### src/rtl/fixed_point_pkg.sv
// Shared widths, accumulator sizing helper and frame FSM state type for the
// fixed-point arithmetic chain.
package fixed_point_pkg;

  localparam int WORD_LENGTH_DEF = 16;

  // Product is 2*wl wide; guard bits absorb the growth from summing many beats.
  function automatic int acc_width(input int wl, input int guard);
    return 2 * wl + guard;
  endfunction

  typedef enum logic {
    IDLE  = 1'b0,
    ACCUM = 1'b1
  } accum_state_e;

endpackage

### src/rtl/fixed_point_round_sat.sv
// Combinational round-half-up, arithmetic right shift and unsigned saturation
// from IN_W bits down to OUT_W bits.
module fixed_point_round_sat #(
  parameter int IN_W       = 40,
  parameter int OUT_W      = 16,
  parameter int FRAC_SHIFT = 8
) (
  input  logic [IN_W-1:0]  in_i,
  output logic [OUT_W-1:0] out_o,
  output logic             sat_o
);

  localparam logic [IN_W:0] HALF = (IN_W + 1)'(1) << (FRAC_SHIFT - 1);

  // One extra bit so adding the rounding constant to an all-ones input cannot wrap.
  logic [IN_W:0] rnd_d;
  logic [IN_W:0] shf_d;

  assign rnd_d = {1'b0, in_i} + HALF;
  assign shf_d = rnd_d >> FRAC_SHIFT;
  assign sat_o = |shf_d[IN_W:OUT_W];
  assign out_o = sat_o ? {OUT_W{1'b1}} : shf_d[OUT_W-1:0];

endmodule

### src/rtl/fixed_point_accum_requant.sv
// Frame accumulator with saturating sum, followed by a two-register requantize
// pipeline that delivers one rounded, saturated WORD_LENGTH result per frame.
//
//   state | meaning
//   IDLE  | no frame open; next accepted beat starts a frame
//   ACCUM | at least one beat accepted, last beat not yet seen
module fixed_point_accum_requant
  import fixed_point_pkg::*;
#(
  parameter int WORD_LENGTH = WORD_LENGTH_DEF,
  parameter int ACC_GUARD   = 8,
  parameter int FRAC_SHIFT  = 8
) (
  input  logic                     clk,
  input  logic                     rst_n,
  input  logic                     valid_i,
  input  logic                     last_i,
  input  logic [2*WORD_LENGTH-1:0] prod_i,
  output logic [WORD_LENGTH-1:0]   y_o,
  output logic                     valid_o,
  output logic                     sat_o,
  output logic                     ovf_o,
  output logic                     busy_o
);

  localparam int ACC_W = acc_width(WORD_LENGTH, ACC_GUARD);

  accum_state_e     state_q;
  logic [ACC_W-1:0] acc_q;
  logic             ovf_q;
  logic [ACC_W-1:0] frame_q;
  logic             frame_ovf_q;
  logic             frame_vld_q;

  logic [ACC_W:0]   sum_d;
  logic [ACC_W-1:0] acc_d;
  logic             ovf_d;

  logic [WORD_LENGTH-1:0] rq_y_d;
  logic                   rq_sat_d;

  logic [WORD_LENGTH-1:0] rs_y_q;
  logic                   rs_sat_q;
  logic                   rs_ovf_q;
  logic                   rs_vld_q;

  logic [WORD_LENGTH-1:0] y_q;
  logic                   valid_q;
  logic                   sat_q;
  logic                   ovf_o_q;

  // Once clamped, the sum stays at max because any further product re-overflows.
  assign sum_d = {1'b0, acc_q} + (ACC_W + 1)'(prod_i);
  assign acc_d = sum_d[ACC_W] ? {ACC_W{1'b1}} : sum_d[ACC_W-1:0];
  assign ovf_d = ovf_q | sum_d[ACC_W];

  always_ff @(posedge clk or negedge rst_n) begin
    if (!rst_n) begin
      state_q     <= IDLE;
      acc_q       <= '0;
      ovf_q       <= 1'b0;
      frame_q     <= '0;
      frame_ovf_q <= 1'b0;
      frame_vld_q <= 1'b0;
    end else begin
      frame_vld_q <= 1'b0;
      if (valid_i) begin
        if (last_i) begin
          frame_q     <= acc_d;
          frame_ovf_q <= ovf_d;
          frame_vld_q <= 1'b1;
          acc_q       <= '0;
          ovf_q       <= 1'b0;
          state_q     <= IDLE;
        end else begin
          acc_q   <= acc_d;
          ovf_q   <= ovf_d;
          state_q <= ACCUM;
        end
      end
    end
  end

  fixed_point_round_sat #(
    .IN_W       (ACC_W),
    .OUT_W      (WORD_LENGTH),
    .FRAC_SHIFT (FRAC_SHIFT)
  ) u_round_sat (
    .in_i  (frame_q),
    .out_o (rq_y_d),
    .sat_o (rq_sat_d)
  );

  always_ff @(posedge clk or negedge rst_n) begin
    if (!rst_n) begin
      rs_y_q   <= '0;
      rs_sat_q <= 1'b0;
      rs_ovf_q <= 1'b0;
      rs_vld_q <= 1'b0;
      y_q      <= '0;
      sat_q    <= 1'b0;
      ovf_o_q  <= 1'b0;
      valid_q  <= 1'b0;
    end else begin
      rs_vld_q <= frame_vld_q;
      if (frame_vld_q) begin
        rs_y_q   <= rq_y_d;
        rs_sat_q <= rq_sat_d;
        rs_ovf_q <= frame_ovf_q;
      end
      valid_q <= rs_vld_q;
      if (rs_vld_q) begin
        y_q     <= rs_y_q;
        sat_q   <= rs_sat_q;
        ovf_o_q <= rs_ovf_q;
      end
    end
  end

  assign y_o     = y_q;
  assign valid_o = valid_q;
  assign sat_o   = sat_q;
  assign ovf_o   = ovf_o_q;
  assign busy_o  = (state_q == ACCUM);

endmodule

### config.mk
export PLATFORM = sky130hd
export DESIGN_NAME = fixed_point_accum_requant
export DESIGN_NICKNAME = d
export VERILOG_FILES = /design/src/rtl/fixed_point_pkg.sv /design/src/rtl/fixed_point_round_sat.sv /design/src/rtl/fixed_point_accum_requant.sv
export SDC_FILE = /design/constraint.sdc
export NUM_CORES = 1
export LEC_CHECK = 0
export CAP_MARGIN = 20
export CORE_ASPECT_RATIO = 0.8
export CORE_MARGIN = 10
export CORE_UTILIZATION = 60
export CTS_CLUSTER_SIZE = 40
export DETAILED_ROUTE_END_ITERATION = 8
export PLACE_DENSITY = 0.82
export SLEW_MARGIN = 10
export SYNTH_ARGS = -nofsm -noshare
export SYNTH_HDL_FRONTEND = slang
export SYNTH_SLANG_ARGS = --single-unit
### constraint.sdc
create_clock -name clk -period 9.03 [get_ports clk]
set_input_delay 2.709 -clock clk [delete_from_list [all_inputs] [get_ports clk]]
set_output_delay 2.709 -clock clk [all_outputs]
set_load 0.02 [all_outputs]
==> qor.txt, run 1 <==
vias in the first global route: 5717
fin area: 0.00791 mm2
met1 Track Usage GR: 30.4%
Lkg Pwr: 3.24 nW
number of I/O port buffers: 55
period utilization: 62.9%
Vias/cell: 6.46
adder-cell share of the synthesized area: 6.40%
core area: 0.0109 mm2
number of synthesized register bits: 115
CP Capture Type: flip-flop
Max-cap violations: 0
DR WL/cell: 19.2 um
Synth Warn #: 0
Ports: 56
Max Fclk: 0.176 GHz
P&R area growth vs syn: 17.0%
Synth cell types: 66
global route overflow: 0
compound-gate portion of the synthesized area: 21.6%
Critical Path Stages: 13
fin. max-slew vios: 0
XOR/XNOR share of the synthesized area: 6.60%
Nets: 826
Post-DRT Antenna Nets: 0
initial DRC count: 696
Worst EP required: 9.32 ns
WP data arrival: 5.97 ns
first-pass GRT wire length: 28.9 mm
initial antenna violation count: 0
worst slew pin tran: 1.02 ns
Peak VDD IR: 0.182 mV
Setup TNS Final: 0 ns
Multi-input gate area: 0.00369 mm2
largest net degree at the start of global routing: 75
max_slew headroom: 32.0%
GPL Wtd Cong: 0.938
Reg clk slew, reported paths: 0.06 ns
simple-gate share of the synthesized area: 16.4%
share of synthesized area spent on multiplexers: 3.46%
Startpoint Class: input pin
M2 GR Usage: 33.4%
HPWL after DPL: 12.4 mm
FF/Latch Area: 0.00288 mm2
Post-Syn Area per Cell: 9.48 um2
total power: 2.44 mW
1st-pass router iterations: 5
Clock Sinks: 115
min-delay worst type: reg -> reg
Crit Path Max Fanout: 32
drt drc: 0
hold_buf cts: 0
clk_skew: 0.00893 ns
Starting Density: 61.9%
routed via count: 5897
Slowest-stage cell, CP: a41oi_1
post-synth net total: 783
TritonCTS clock tree: yes
dpl cell area: 0.00736 mm2
post-route minimum period: 5.68 ns
cell family with most CP delay: compound AO/OA/AOI/OAI gates
sequential area share after synthesis: 42.6%
number of cell rows: 34
CTS buffer count: 17
clk buf depth: 2
Die ar.: 0.0159 mm2
status: finished, final reports clean
number of synthesized flops with an enable pin: 0
Root Buffer Master: clkbuf_16
Hold Vio Cnt, Final: 0
cell mode on critical path: o211ai_2
WS Path Type: in -> reg
Synth Instances: 713
GRT Util Overall: 21.6%
Min-Delay Path Depth: 2
antenna cells: 0
Synth async-reset ratio: 100%
main combinational cell family by area after synthesis: compound AO/OA/AOI/OAI gates
chip height: 115 um
share of cells above drive strength 1: 11.2%
RSZ-0062 raised after global routing: false
CTS resizes: 0
GRT busiest layer: met2
P per Cell Area: 308 mW/mm2
final WL: 17.6 mm
Skew-Pair Late Insertion Delay: 0.41 ns
Die W: 139 um
CP peak stage delay: 0.45 ns
reg2reg path depth: 12
# H-tree levels: 4
met3 Resource Use GR: 4.16%
main flop type after synthesis: dfrtp_1
synthesized area: 0.00676 mm2
Buf+Inv Stages, Crit Path: 2
crit-path cells: clkdlybuf4s50_1, ha_1, fa_1, a211oi_2, o211ai_2, a41oi_1, nor4_2, o211ai_2, a21oi_2, buf_4, nor2_1, and3_1, nor3_1
Final Setup Violations: 0
Post-CTS Setup Bufs: 0
FILL cells: 773
==> path summary, 6_finish.rpt <==
check	from	endpoint	slack, ns
setup / recovery	prod_i[0]	frame_q[37]	3.35
hold / removal	frame_ovf_q	frame_ovf_q	0.49
setup reg to reg	acc_q[0]	frame_q[37]	5.68
hold reg to reg	frame_ovf_q	frame_ovf_q	0.49
max in group asynchronous	rst_n	frame_q[22]	5.42
min in group asynchronous	rst_n	rs_vld_q	2.28
==> layout by cell type, fill, tap and decap left out, types with 4 or more instances in the layout <==
cell type        instances
o211ai_1                 4
a31oi_1                 14
dfrtp_1                115
o21ai_1                  4
o31ai_1                  6
nand2_1                 62
buf_4                    5
a21o_1                  13
mux2_2                  19
a211oi_1                 5
a21oi_1                 60
or2_2                    4
o21a_1                   5
nor3_1                  12
inv_6                    7
nand3_1                 24
o2bb2ai_1               23
inv_1                    9
nor2_1                  76
a311oi_1                 4
xnor2_1                 29
clkbuf_16               17
clkinvlp_4               4
clkdlybuf4s50_1         54
o21ai_0                 49
nand4_1                 12
xor2_1                  22
and3_1                  10
nor3b_1                  5
ha_1                    33
a31o_2                   4
==> cell families after synthesis <==
logic type                 Yosys count
and+or+nand+nor                    229
AOI/OAI and AO/OA                  218
DFF                                115
xor gates and xnor gates            51
buffers and inverters               45
adders and majority gates           34
muxes                               21
==> synth_stat cells, types with 12 or more instances <==
library cell | count | area share (%)
nor2_1 | 76 | 4.2
xor2_1 | 22 | 2.8
nand4_1 | 12 | 1.1
a31oi_1 | 14 | 1.3
ha_1 | 33 | 6.1
mux2_2 | 19 | 3.2
a21oi_1 | 60 | 4.4
a21o_1 | 13 | 1.4
o21ai_0 | 49 | 3.6
dfrtp_1 | 115 | 43
nand2_1 | 62 | 3.4
nor3_1 | 12 | 0.89
o2bb2ai_1 | 23 | 3.0
nand3_1 | 24 | 1.8
clkbuf_1 | 23 | 1.3
xnor2_1 | 29 | 3.8
==> routing by layer <==
layer	vias to the layer above	part of all wire [%]
met4	0	1.2
met2	280	45
met1	2892	46
li1	2700	-
met5	-	0
met3	25	7.9
==> metrics by stage <==
| step | utilization (%) | setup WS [ns] | hold slack [ns] | instances |
|---|---|---|---|---|
| 4_1_cts | 72.4 | 3.38 | 0.485 | 913 |
| 6_report | 72.4 | 3.35 | 0.485 | 913 |
| 5_1_grt | 72.4 | 3.13 | 0.515 | 913 |
| 2_1_floorplan | - | 3.78 | 0.352 | 713 |
| 3_3_place_gp | 67.3 | 3.06 | 0.452 | 881 |
| 3_5_place_dp | 67.3 | 2.97 | 0.461 | 881 |
==> registers in the layout (all words and copies together), names as in the netlist <==
name / flops
rs_y_q: 16
y_o: 16
ovf_o: 1
acc_q: 40
rs_sat_q: 1
frame_q: 33
frame_ovf_q: 1
valid_o: 1
busy_o: 1
frame_vld_q: 1
ovf_q: 1
sat_o: 1
rs_ovf_q: 1
rs_vld_q: 1
==> where the power goes <==
part	total (mW)	internal [mW]	switching, mW
sequential	0.802	0.640	0.161
combinational	1.01	0.394	0.612
clock	0.632	0.358	0.273
total	2.44	1.39	1.05
==> final cells by class <==
cell class | count | area share [%]
inverter | 10 | 0.475
timing repair buffer | 59 | 7.31
sequential | 115 | 36.4
tap | 144 | 2.28
clock buffer | 17 | 5.38
multi-input combinational | 553 | 46.6
clock inverter | 15 | 1.58
==> tightest hold or removal path, cell delays in order, from the launching register on <==
cell	delay (ns)
dfrtp_1	0.35
nand2_1	0.06
nand2_1	0.05
Note: power is estimated with default switching activity, not from simulation.
==> run 2: changes to the inputs <==
--- a/config.mk
+++ b/config.mk
@@ -8,10 +8,10 @@
 export CAP_MARGIN = 20
 export CORE_ASPECT_RATIO = 0.8
 export CORE_MARGIN = 10
-export CORE_UTILIZATION = 60
+export CORE_UTILIZATION = 59
 export CTS_CLUSTER_SIZE = 40
 export DETAILED_ROUTE_END_ITERATION = 8
-export PLACE_DENSITY = 0.82
+export PLACE_DENSITY = 0.81
 export SLEW_MARGIN = 10
 export SYNTH_ARGS = -nofsm -noshare
 export SYNTH_HDL_FRONTEND = slang
==> constraint.sdc (replaced) <==
create_clock -name clk -period 5.8 [get_ports clk]
set_input_delay 1.74 -clock clk [delete_from_list [all_inputs] [get_ports clk]]
set_output_delay 1.74 -clock clk [all_outputs]
set_load 0.02 [all_outputs]
==> qor.txt, run 2 (same netlist as run 1, synthesis figures left out) <==
P per Cell Area: 474 mW/mm2 (+54%)
crit-path cells: clkdlybuf4s50_1, ha_1, fa_1, a211oi_2, o211ai_2, a41oi_1, nor4_2, o211ai_2, nand2_1, nand2b_4, and4_1, a211oi_1
Slowest-stage cell, CP: fa_1
post-route minimum period: 4.64 ns
initial antenna violation count: 0 (unchanged)
GRT Util Overall: 21.6% (about the same)
worst slack, placed: 0.776 ns (-2.19 ns)
antenna cells: 0 (unchanged)
Clock Sinks: 115 (unchanged)
total power: 3.75 mW (+54%)
max_slew headroom: 32.7% (+0.68 points)
Die W: 140 um (+0.72%)
Nets: 828 (+0.24%)
GPL Wtd Cong: 0.936 (-0.20%)
Starting Density: 61.4% (-0.48 points)
CP peak stage delay: 0.44 ns (about the same)
Hold Vio Cnt, Final: 0 (unchanged)
routed via count: 5819 (-1.3%)
number of cell rows: 34 (unchanged)
first-pass GRT wire length: 29.0 mm (+0.40%)
Final Util: 71.8% (-0.56 points)
WP data arrival: 4.91 ns (-1.06 ns)
Reg clk slew, reported paths: 0.06 ns (about the same)
max FFs per register: 40 (unchanged)
CTS resizes: 0 (unchanged)
worst slew pin tran: 1.01 ns (-0.0102 ns)
Max Fclk: 0.215 GHz
Die ar.: 0.0162 mm2 (+1.4%)
vias in the first global route: 5645 (-1.3%)
Worst EP required: 6.07 ns (-3.25 ns)
# H-tree levels: 4 (unchanged)
largest net degree at the start of global routing: 51 (-32%)
RSZ-0062 raised after global routing: false
Root Buffer Master: clkbuf_16
commonest non-fill, non-tap cells in the layout: dfrtp_1 (115), nor2_1 (76), nand2_1 (62)
Crit Path Max Fanout: 11 (-66%)
global route overflow: 0 (unchanged)
status: finished, final reports clean
CTS buffer count: 17 (unchanged)
fin. max-slew vios: 0 (unchanged)
Startpoint Class: input pin
dpl cell area: 0.00737 mm2 (+0.20%)
cell mode on critical path: o211ai_2
clk buf depth: 2 (unchanged)
WS Path Type: in -> reg
final WL: 17.6 mm (+0.40%)
largest registers: acc_q: 40 flops, frame_q: 33 flops
period utilization: 80.0%
chip height: 116 um (+0.70%)
Lkg Pwr: 3.26 nW (+0.42%)
1st-pass router iterations: 5 (unchanged)
hold_buf cts: 0 (unchanged)
Top reg by flops: acc_q
Setup TNS Final: 0 ns (unchanged)
Vias/cell: 6.36 (-1.5%)
Ports: 56 (unchanged)
number of I/O port buffers: 55 (unchanged)
fin area: 0.00791 mm2 (unchanged)
TritonCTS clock tree: yes
share of cells above drive strength 1: 11.4% (+0.23 points)
P&R area growth vs syn: 17.0% (unchanged)
most common cell after layout, fill and taps aside: dfrtp_1
DR WL/cell: 19.3 um (+0.19%)
Final Setup Violations: 0 (unchanged)
min-delay worst type: reg -> reg
Max-cap violations: 0 (unchanged)
drt drc: 0 (unchanged)
clk_skew: 0.0113 ns (+0.00241 ns)
Skew-Pair Late Insertion Delay: 0.41 ns (about the same)
CP Capture Type: flip-flop
Setup WS post-layout: 1.16 ns (-2.20 ns)
Post-CTS Setup Bufs: 0 (unchanged)
Peak VDD IR: 0.262 mV (+44%)
initial DRC count: 687 (-1.3%)
HPWL after DPL: 12.6 mm (+1.6%)
core area: 0.0110 mm2 (+0.78%)
FILL cells: 810 (+4.8%)
Post-DRT Antenna Nets: 0 (unchanged)
run 2: cell types whose count changed in the layout (fill, tap and decap cells not counted), sizes merged:
| cell | change |
|---|---|
| clkinv | +6 |
| buf | +2 |
| clkinvlp | -2 |
| inv | -4 |
run 2: power breakdown:
group / internal, mW / switching, mW / leakage (nW)
combinational: 0.615 / 0.937 / 1.66
sequential: 0.997 / 0.256 / 1.33
clock: 0.548 / 0.393 / 0.264
total: 2.16 / 1.59 / 3.26
run 2: worst max-delay path: cells and delay by family:
family	cells	cell delay, ns
adders and majority gates	2	0.70
buffers and inverters	1	0.43
and+or+nand+nor	4	0.91
AOI/OAI and AO/OA	5	1.14
run 2: per-layer routing:
layer  track usage [%]  wire length [um]
met1              31.1              8290
met2              32.0              7730
met3              4.09              1310
met5                 0                 0
met4              7.14               301
run 2: cell type report:
| type | instances | area [um2] | share of cell area (%) |
|---|---|---|---|
| Tap cell | 144 | 180 | 2.28 |
| Clock inverter | 15 | 110 | 1.39 |
| Multi-Input combinational cell | 553 | 3690 | 46.6 |
| Sequential cell | 115 | 2880 | 36.4 |
| Timing Repair Buffer | 61 | 593 | 7.50 |
| Inverter | 10 | 37.5 | 0.475 |
| Clock buffer | 17 | 425 | 5.38 |
run 2: through the flow:
stage	hold WS, ns	instances
after global placement	0.475	883
after floorplan	0.352	713
after global routing	0.519	915
after CTS	0.503	915
final	0.502	915
after detailed placement	0.483	883
run 2: final timing paths:
| check | start | to | slack (ns) | cells after the start |
|---|---|---|---|---|
| setup / recovery | prod_i[0] | acc_q[35] | 1.16 | 12 |
| max in group asynchronous | rst_n | acc_q[22] | 3.70 | 2 |
| min in group asynchronous | rst_n | rs_y_q[3] | 1.19 | 1 |
| setup reg to reg | acc_q[0] | acc_q[35] | 2.54 | 11 |
| hold / removal | acc_q[6] | acc_q[6] | 0.50 | 1 |
| hold reg to reg | acc_q[6] | acc_q[6] | 0.50 | 1 |
